[src/rtl/imem_loader_pkg.sv]
// Shared CPU-side definitions: RV32I opcode constants plus the boot loader's
// state encoding and header format.
package imem_loader_pkg;

  localparam logic [6:0] OPC_LOAD   = 7'b0000011;
  localparam logic [6:0] OPC_OP_IMM = 7'b0010011;
  localparam logic [6:0] OPC_STORE  = 7'b0100011;
  localparam logic [6:0] OPC_OP     = 7'b0110011;
  localparam logic [6:0] OPC_LUI    = 7'b0110111;
  localparam logic [6:0] OPC_BRANCH = 7'b1100011;
  localparam logic [6:0] OPC_JAL    = 7'b1101111;

  // addi x0, x0, 0 -- the canonical RV32I no-op used to pad unused memory.
  localparam logic [31:0] NOP_INSN = {25'b0, OPC_OP_IMM};

  localparam int HDR_BYTES = 2;

  typedef enum logic [2:0] {
    ST_HDR0 = 3'd0,
    ST_HDR1 = 3'd1,
    ST_DATA = 3'd2,
    ST_FILL = 3'd3,
    ST_DONE = 3'd4,
    ST_ERR  = 3'd5
  } loader_state_t;

endpackage

[src/rtl/imem_loader_byte_to_word.sv]
// Little-endian byte-to-word assembler: four accepted bytes become one
// 32-bit word, presented for exactly one cycle after the fourth byte.
module byte_to_word (
  input  logic        clk,
  input  logic        rst_n,
  input  logic        i_clear,
  input  logic        i_xfer,
  input  logic [7:0]  i_data,
  output logic        o_word_valid,
  output logic [31:0] o_word
);

  logic [1:0]  r_cnt;
  logic [23:0] r_shift;
  logic [31:0] r_word;
  logic        r_valid;
  logic [31:0] w_word_next;

  // Earlier bytes move down, so the first byte of a word ends up in bits 7:0.
  assign w_word_next = {i_data, r_shift};

  always_ff @(posedge clk or negedge rst_n) begin
    if (!rst_n) begin
      r_cnt   <= '0;
      r_shift <= '0;
      r_word  <= '0;
      r_valid <= 1'b0;
    end else begin
      r_valid <= 1'b0;
      if (i_clear) begin
        r_cnt <= '0;
      end else if (i_xfer) begin
        r_shift <= w_word_next[31:8];
        r_cnt   <= r_cnt + 2'd1;
        if (r_cnt == 2'd3) begin
          r_word  <= w_word_next;
          r_valid <= 1'b1;
        end
      end
    end
  end

  assign o_word_valid = r_valid;
  assign o_word       = r_word;

endmodule

[src/rtl/imem_loader.sv]
// Boot loader: receives a length-prefixed program over a byte stream, writes it
// into instruction memory, pads the rest with NOPs and then releases the CPU.
module imem_loader
  import imem_loader_pkg::*;
#(
  parameter int          ADDR_W   = 7,
  parameter int          DEPTH    = 128,
  parameter logic [31:0] NOP_WORD = NOP_INSN
) (
  input  logic              clk,
  input  logic              rst_n,
  input  logic              start,
  input  logic              in_valid,
  input  logic [7:0]        in_data,
  output logic              in_ready,
  output logic              imem_we,
  output logic [ADDR_W-1:0] imem_addr,
  output logic [31:0]       imem_wdata,
  output logic              cpu_rst,
  output logic              done,
  output logic              err
);

  localparam int HDR_BITS = 8 * HDR_BYTES;

  loader_state_t       r_state;
  loader_state_t       w_state_next;
  logic [HDR_BITS-1:0] r_n;
  logic [ADDR_W-1:0]   r_waddr;

  logic [HDR_BITS-1:0] w_hdr_n;
  logic [HDR_BITS-1:0] w_waddr_ext;
  logic                w_last_word;
  logic                w_fill_last;
  logic                w_b2w_clear;
  logic                w_b2w_xfer;
  logic                w_word_valid;
  logic [31:0]         w_word;

  assign w_hdr_n     = {in_data, r_n[7:0]};
  assign w_waddr_ext = HDR_BITS'(r_waddr);
  assign w_last_word = (w_waddr_ext == r_n - HDR_BITS'(1));
  assign w_fill_last = (r_waddr == ADDR_W'(DEPTH - 1));
  assign w_b2w_clear = (r_state != ST_DATA);
  assign w_b2w_xfer  = in_valid && in_ready && (r_state == ST_DATA);

  byte_to_word u_b2w (
    .clk          (clk),
    .rst_n        (rst_n),
    .i_clear      (w_b2w_clear),
    .i_xfer       (w_b2w_xfer),
    .i_data       (in_data),
    .o_word_valid (w_word_valid),
    .o_word       (w_word)
  );

  always_ff @(posedge clk or negedge rst_n) begin
    if (!rst_n) begin
      r_state <= ST_HDR0;
      r_n     <= '0;
      r_waddr <= '0;
    end else begin
      r_state <= w_state_next;
      case (r_state)
        ST_HDR0: if (in_valid) r_n[7:0] <= in_data;
        ST_HDR1: begin
          if (in_valid) begin
            r_n[15:8] <= in_data;
            r_waddr   <= '0;
          end
        end
        // After the last data word the address already points at the first pad slot.
        ST_DATA: if (w_word_valid) r_waddr <= r_waddr + ADDR_W'(1);
        ST_FILL: if (!w_fill_last) r_waddr <= r_waddr + ADDR_W'(1);
        ST_DONE, ST_ERR: begin
          if (start) begin
            r_n     <= '0;
            r_waddr <= '0;
          end
        end
        default: ;
      endcase
    end
  end

  always_comb begin
    w_state_next = r_state;
    in_ready     = 1'b0;
    imem_we      = 1'b0;
    imem_addr    = r_waddr;
    imem_wdata   = '0;
    case (r_state)
      ST_HDR0: begin
        in_ready = 1'b1;
        if (in_valid) w_state_next = ST_HDR1;
      end
      ST_HDR1: begin
        in_ready = 1'b1;
        if (in_valid) begin
          if (w_hdr_n > HDR_BITS'(DEPTH))   w_state_next = ST_ERR;
          else if (w_hdr_n == '0)           w_state_next = ST_FILL;
          else                              w_state_next = ST_DATA;
        end
      end
      ST_DATA: begin
        // Stop accepting bytes on the cycle the final word is being written.
        in_ready = !(w_word_valid && w_last_word);
        if (w_word_valid) begin
          imem_we    = 1'b1;
          imem_wdata = w_word;
          if (w_last_word) begin
            w_state_next = (r_n == HDR_BITS'(DEPTH)) ? ST_DONE : ST_FILL;
          end
        end
      end
      ST_FILL: begin
        imem_we    = 1'b1;
        imem_wdata = NOP_WORD;
        if (w_fill_last) w_state_next = ST_DONE;
      end
      ST_DONE, ST_ERR: begin
        if (start) w_state_next = ST_HDR0;
      end
      default: w_state_next = ST_HDR0;
    endcase
  end

  assign done    = (r_state == ST_DONE);
  assign err     = (r_state == ST_ERR);
  assign cpu_rst = (r_state != ST_DONE);

endmodule

[config.mk]
export PLATFORM = sky130hd
export DESIGN_NAME = imem_loader
export DESIGN_NICKNAME = d
export VERILOG_FILES = /design/src/rtl/imem_loader_pkg.sv /design/src/rtl/imem_loader_byte_to_word.sv /design/src/rtl/imem_loader.sv
export SDC_FILE = /design/constraint.sdc
export NUM_CORES = 1
export LEC_CHECK = 0
export BUFFER_PORTS_ARGS = -buffer_cell sky130_fd_sc_hd__buf_2
export CAP_MARGIN = 20
export CORE_MARGIN = 2
export CORE_UTILIZATION = 36
export CTS_CLUSTER_SIZE = 14
export DETAILED_ROUTE_END_ITERATION = 7
export HOLD_SLACK_MARGIN = 0.15
export PLACE_DENSITY_LB_ADDON = 0.2
export SETUP_SLACK_MARGIN = 0.15
export SLEW_MARGIN = 20
export SYNTH_ARGS = -nofsm -noshare
export SYNTH_HDL_FRONTEND = slang
export SYNTH_HIERARCHICAL = 1
export SYNTH_SLANG_ARGS = --single-unit
[constraint.sdc]
create_clock -name clk -period 6.2 [get_ports clk]
set_input_delay 0.62 -clock clk [delete_from_list [all_inputs] [get_ports clk]]
set_output_delay 0.62 -clock clk [all_outputs]
set_load 0.05 [all_outputs]
==> run summary <==
==========================================================================================
Outcome ..................................................................... complete, no violations
Required time of the critical path ..........................................      6.43 ns
Count of unresolved DRC violations after routing ............................            0
Buffers added on ports ......................................................           55
Largest stage delay on the critical path ....................................      0.86 ns
Worst path bufs/invs ........................................................            0
Post-synthesis instance area ................................................ 0.00438 mm^2
Final worst clock skew ......................................................   0.00909 ns
First-pass GRT wire length ..................................................      15.6 mm
Reg2Reg Setup Slack .........................................................      2.79 ns
RSZ-0062 raised after global routing ........................................           no
FMAX ........................................................................    0.293 GHz
Final Cycle Share ...........................................................        55.0%
Final hold vios .............................................................            0
Maximum number of pins on one net before global-route repair ................           73
Cell type of the slowest stage on the worst timing path ..................... sky130_fd_sc_hd__nor2b_4
Register-to-Register Path Depth .............................................            8
CTS tree ....................................................................         done
Met2 track utilization from global routing ..................................        22.9%
PnR worst setup slack .......................................................      2.79 ns
Biggest fanout along the worst timing path ..................................           24
Shortest clock period the worst path allows after layout ....................      3.41 ns
Detailed router's first-iteration violation count ...........................          109
Die outline area ............................................................  0.0131 mm^2
Power per unit of standard cell area ........................................  407 mW/mm^2
Via count ...................................................................         2885
# nets final ................................................................          433
Number of maximum-capacitance constraint violations .........................            0
Overall Power ...............................................................      2.04 mW
Worst Setup EP .............................................................. u_b2w/r_shift[11]
Antenna viol nets, final ....................................................            0
Clk root buf ................................................................ sky130_fd_sc_hd__clkbuf_16
Worst Tran Pin Value ........................................................     0.912 ns
Count of cell instances traversed by the critical path ......................            8
Multi-input gate area ....................................................... 0.00207 mm^2
Most used routing layer in global routing ...................................         met2
Endpoint of the most critical register-to-register path ..................... u_b2w/r_shift[11]
Layout cell share with drive strength beyond 1 ..............................        33.6%
RD Place Congestion .........................................................        0.793
Worst setup path class ......................................................      reg2reg
Met1 Use GR .................................................................        22.0%
Number of placement rows ....................................................           40
H-tree depth reported by CTS ................................................            3
First-pass DRT Iterations ...................................................            4
Launching point of the worst reg2reg path ...................................       r_n[3]
Launching instance or port of the critical path .............................       r_n[3]
Flop pwr share ..............................................................        40.6%
Sequential-to-total area share from yosys stat ..............................        48.6%
Share of synthesized flip-flops with an asynchronous set or reset ...........         100%
Total of endpoints with negative setup slack in the final report ............            0
Average via count per standard cell .........................................         5.06
Synthesized net count .......................................................          385
Ant diodes ..................................................................            0
Proportion of power drawn by the clock network ..............................        27.1%
Post-place instance area .................................................... 0.00470 mm^2
Static leakage ..............................................................      2.53 nW
Synth unique cells ..........................................................           52
Vias in the first global route ..............................................         2945
Part of the power in combinational logic ....................................        32.3%
Largest vdd supply drop .....................................................       162 uV
Number of flops mapped to enable cells by yosys .............................            0
Crit start category .........................................................         flop
Post-detailed-placement half-perimeter wirelength ...........................      6.28 mm
Clock edge transition at the registers on the reported setup and hold paths .      0.07 ns
WHS Path Cells ..............................................................            2
Storage cell area ........................................................... 0.00213 mm^2
Data arrival time of the worst path .........................................      3.63 ns
Antenna violations before repair ............................................            0
Crit path top cell by count ................................................. sky130_fd_sc_hd__nand4_1
Design Area, Final .......................................................... 0.00502 mm^2
Average cell area after synthesis ...........................................    11.8 um^2
Number of buffers added by the clock tree synthesis step ....................            9
Number of synthesis warnings ................................................            6
Family of cells with the greatest summed delay on the critical path ......... simple AND/OR/NAND/NOR gates
Worst path cell trace ....................................................... nor4_2 -> nand4_1 -> xor2_1 -> nand4_1 -> nor4b_1 -> a21oi_1 -> nor2b_4 -> mux2_2
Filler cells ................................................................         1131
I/O pin count ...............................................................           56
Switch share ................................................................        34.8%
Placed Instances ............................................................          553
Gr ovfl total ...............................................................            0
Core footprint ..............................................................  0.0120 mm^2
Rel. slew slack .............................................................        39.1%
Post-placement setup slack ..................................................      2.83 ns
Synthesized netlist cell count ..............................................          370
Synth-to-Final Area Change ..................................................        14.6%
Total of flip-flops plus latches after synthesis ............................           85
Sum of negative setup slack .................................................         0 ns
Total routing resource utilization after global routing .....................        15.2%
Pins Over Slew Limit ........................................................            0
CTS sink cnt ................................................................           85
M3 GR Usage .................................................................        2.44%
Y dimension of the die ......................................................       114 um
Switching power of the nets .................................................     0.711 mW
Initial core utilization ....................................................        36.6%
Routed wirelength normalized by instance count ..............................      16.4 um
Clock Latency Late Sink .....................................................      0.34 ns
HP Class ....................................................................      reg2reg
Worst setup EP type .........................................................         flop
Leading register cell type out of synthesis ................................. sky130_fd_sc_hd__dfrtp_1
Total Routed Length .........................................................      9.33 mm
Horiz. Die Dim ..............................................................       114 um
Final instance count without filler cells ...................................          570
Cts repair resizes ..........................................................            0
Deepest clock path buffer count .............................................            2
Pint ........................................................................      1.33 mW
==========================================================================================
[power by group through the flow]
stage / sequential, mW / clock (mW) / combinational (mW)
after floorplan: 0.833 / 0 / 0.527
after global placement: 0.833 / 0 / 0.658
after detailed placement: 0.836 / 0 / 0.664
after CTS: 0.829 / 0.570 / 0.667
after global routing: 0.858 / 0.590 / 0.701
final: 0.830 / 0.553 / 0.659
[layer usage]
layer,vias up,routed length (um),part of all wire (%)
met5,-,0,0
met4,0,123,1.3
met3,9,301,3.2
met2,43,4220,45
met1,1431,4690,50
li1,1402,-,-
[timing repair]
item,4_1_cts,5_1_grt
hold buffers,1,0
hold endpoints to repair,13,0
buffers inserted,0,0
[state kept, by name, indices dropped and copies added, names as in the netlist]
signal              flops
u_b2w/r_shift          24
u_b2w/o_word           32
u_b2w/r_cnt             2
imem_addr               7
r_state                 3
r_n                    16
u_b2w/o_word_valid      1
[worst register-to-register path: cells and delay by family (launching register included)]
kind	cells	cell delay [ns]
AO/OA/AOI/OAI	1	0.45
XOR/XNOR	1	0.19
AND/OR/NAND/NOR	5	1.78
multiplexers	1	0.42
flip-flops	1	0.46
[layout make-up]
cell class | instances | area share, %
clock buffers | 9 | 4.49
multi-input cells | 256 | 41.2
clock inverters | 7 | 1.60
well taps | 147 | 3.67
flip-flops and latches | 85 | 42.4
repair buffers | 58 | 6.03
inverters | 8 | 0.599
[worst min-delay path by stage]
| stage | from | end |
|---|---|---|
| floorplan | rst_n | imem_addr[0] |
| global placement | r_n[9] | r_n[9] |
| detailed placement | rst_n | r_n[6] |
| finish | r_n[11] | r_n[11] |
| CTS | r_n[11] | r_n[11] |
| global route | r_n[11] | r_n[11] |
[cells in the final DEF (no fill, tap or decap), types with 2 or more instances in the layout]
| master | netlist | routed |
|---|---|---|
| sky130_fd_sc_hd__nor4b_1 | 3 | 3 |
| sky130_fd_sc_hd__nand3_1 | 4 | 4 |
| sky130_fd_sc_hd__ha_1 | 3 | 3 |
| sky130_fd_sc_hd__mux2i_1 | 2 | 2 |
| sky130_fd_sc_hd__nand3b_1 | 2 | 2 |
| sky130_fd_sc_hd__a21oi_1 | 9 | 9 |
| sky130_fd_sc_hd__nor3_1 | 6 | 6 |
| sky130_fd_sc_hd__nand2b_1 | 5 | 5 |
| sky130_fd_sc_hd__mux2_4 | 49 | 49 |
| sky130_fd_sc_hd__and3_1 | 31 | 31 |
| sky130_fd_sc_hd__nand2_1 | 34 | 34 |
| sky130_fd_sc_hd__mux2_2 | 7 | 7 |
| sky130_fd_sc_hd__inv_1 | 8 | 8 |
| sky130_fd_sc_hd__nor3b_1 | 3 | 3 |
| sky130_fd_sc_hd__or4_1 | 2 | 2 |
| sky130_fd_sc_hd__nor2b_1 | 2 | 2 |
| sky130_fd_sc_hd__xnor2_1 | 5 | 5 |
| sky130_fd_sc_hd__nor2_1 | 21 | 21 |
| sky130_fd_sc_hd__inv_6 | 0 | 2 |
| sky130_fd_sc_hd__a21boi_0 | 2 | 2 |
| sky130_fd_sc_hd__o21ai_0 | 23 | 23 |
| sky130_fd_sc_hd__buf_2 | 1 | 54 |
| sky130_fd_sc_hd__or2_2 | 2 | 2 |
| sky130_fd_sc_hd__xor2_1 | 11 | 11 |
| sky130_fd_sc_hd__a21o_1 | 2 | 2 |
| sky130_fd_sc_hd__dfrtp_1 | 85 | 84 |
| sky130_fd_sc_hd__nand4_1 | 6 | 6 |
| sky130_fd_sc_hd__buf_4 | 1 | 3 |
| sky130_fd_sc_hd__clkbuf_16 | 0 | 9 |
[cells in the mapped netlist, types with 2 or more instances]
cell type	number	area, um^2
sky130_fd_sc_hd__a21boi_0	2	15.0
sky130_fd_sc_hd__a21o_1	2	15.0
sky130_fd_sc_hd__a21oi_1	9	45.0
sky130_fd_sc_hd__and3_1	31	194
sky130_fd_sc_hd__buf_12	2	40.0
sky130_fd_sc_hd__buf_6	5	56.3
sky130_fd_sc_hd__clkbuf_1	12	45.0
sky130_fd_sc_hd__dfrtp_1	85	2130
sky130_fd_sc_hd__ha_1	3	37.5
sky130_fd_sc_hd__inv_1	8	30.0
sky130_fd_sc_hd__mux2_2	7	78.8
sky130_fd_sc_hd__mux2_4	49	736
sky130_fd_sc_hd__mux2i_1	2	20.0
sky130_fd_sc_hd__nand2_1	34	128
sky130_fd_sc_hd__nand2b_1	5	31.3
sky130_fd_sc_hd__nand3_1	4	20.0
sky130_fd_sc_hd__nand3b_1	2	15.0
sky130_fd_sc_hd__nand4_1	6	37.5
sky130_fd_sc_hd__nor2_1	21	78.8
sky130_fd_sc_hd__nor2b_1	2	12.5
sky130_fd_sc_hd__nor3_1	6	30.0
sky130_fd_sc_hd__nor3b_1	3	22.5
sky130_fd_sc_hd__nor4b_1	3	26.3
sky130_fd_sc_hd__o21ai_0	23	115
sky130_fd_sc_hd__or2_2	2	12.5
sky130_fd_sc_hd__or4_1	2	15.0
sky130_fd_sc_hd__xnor2_1	5	43.8
sky130_fd_sc_hd__xor2_1	11	96.3
[logic make-up (layout without fill, tap and decap cells)]
| logic type | after synthesis | in the layout | synth area share, % |
|---|---|---|---|
| adder cells (fa/ha/maj) | 3 | 3 | 0.857 |
| AND/OR/NAND/NOR | 131 | 131 | 17.0 |
| AO/OA/AOI/OAI | 48 | 48 | 7.09 |
| XOR/XNOR | 16 | 16 | 3.20 |
| multiplexers | 58 | 58 | 19.1 |
| flip-flops | 85 | 85 | 48.6 |
| buffers and inverters | 29 | 82 | 4.20 |
[per-stage QoR]
| step | hold slack (ns) | util [%] |
|---|---|---|
| CTS | 0.491 | 41.9 |
| global route | 0.518 | 41.9 |
| finish | 0.486 | 41.9 |
| floorplan | 0.324 | - |
| detailed placement | 0.477 | 39.3 |
| global placement | 0.463 | 39.3 |
Power figures use the tool's default switching activity.
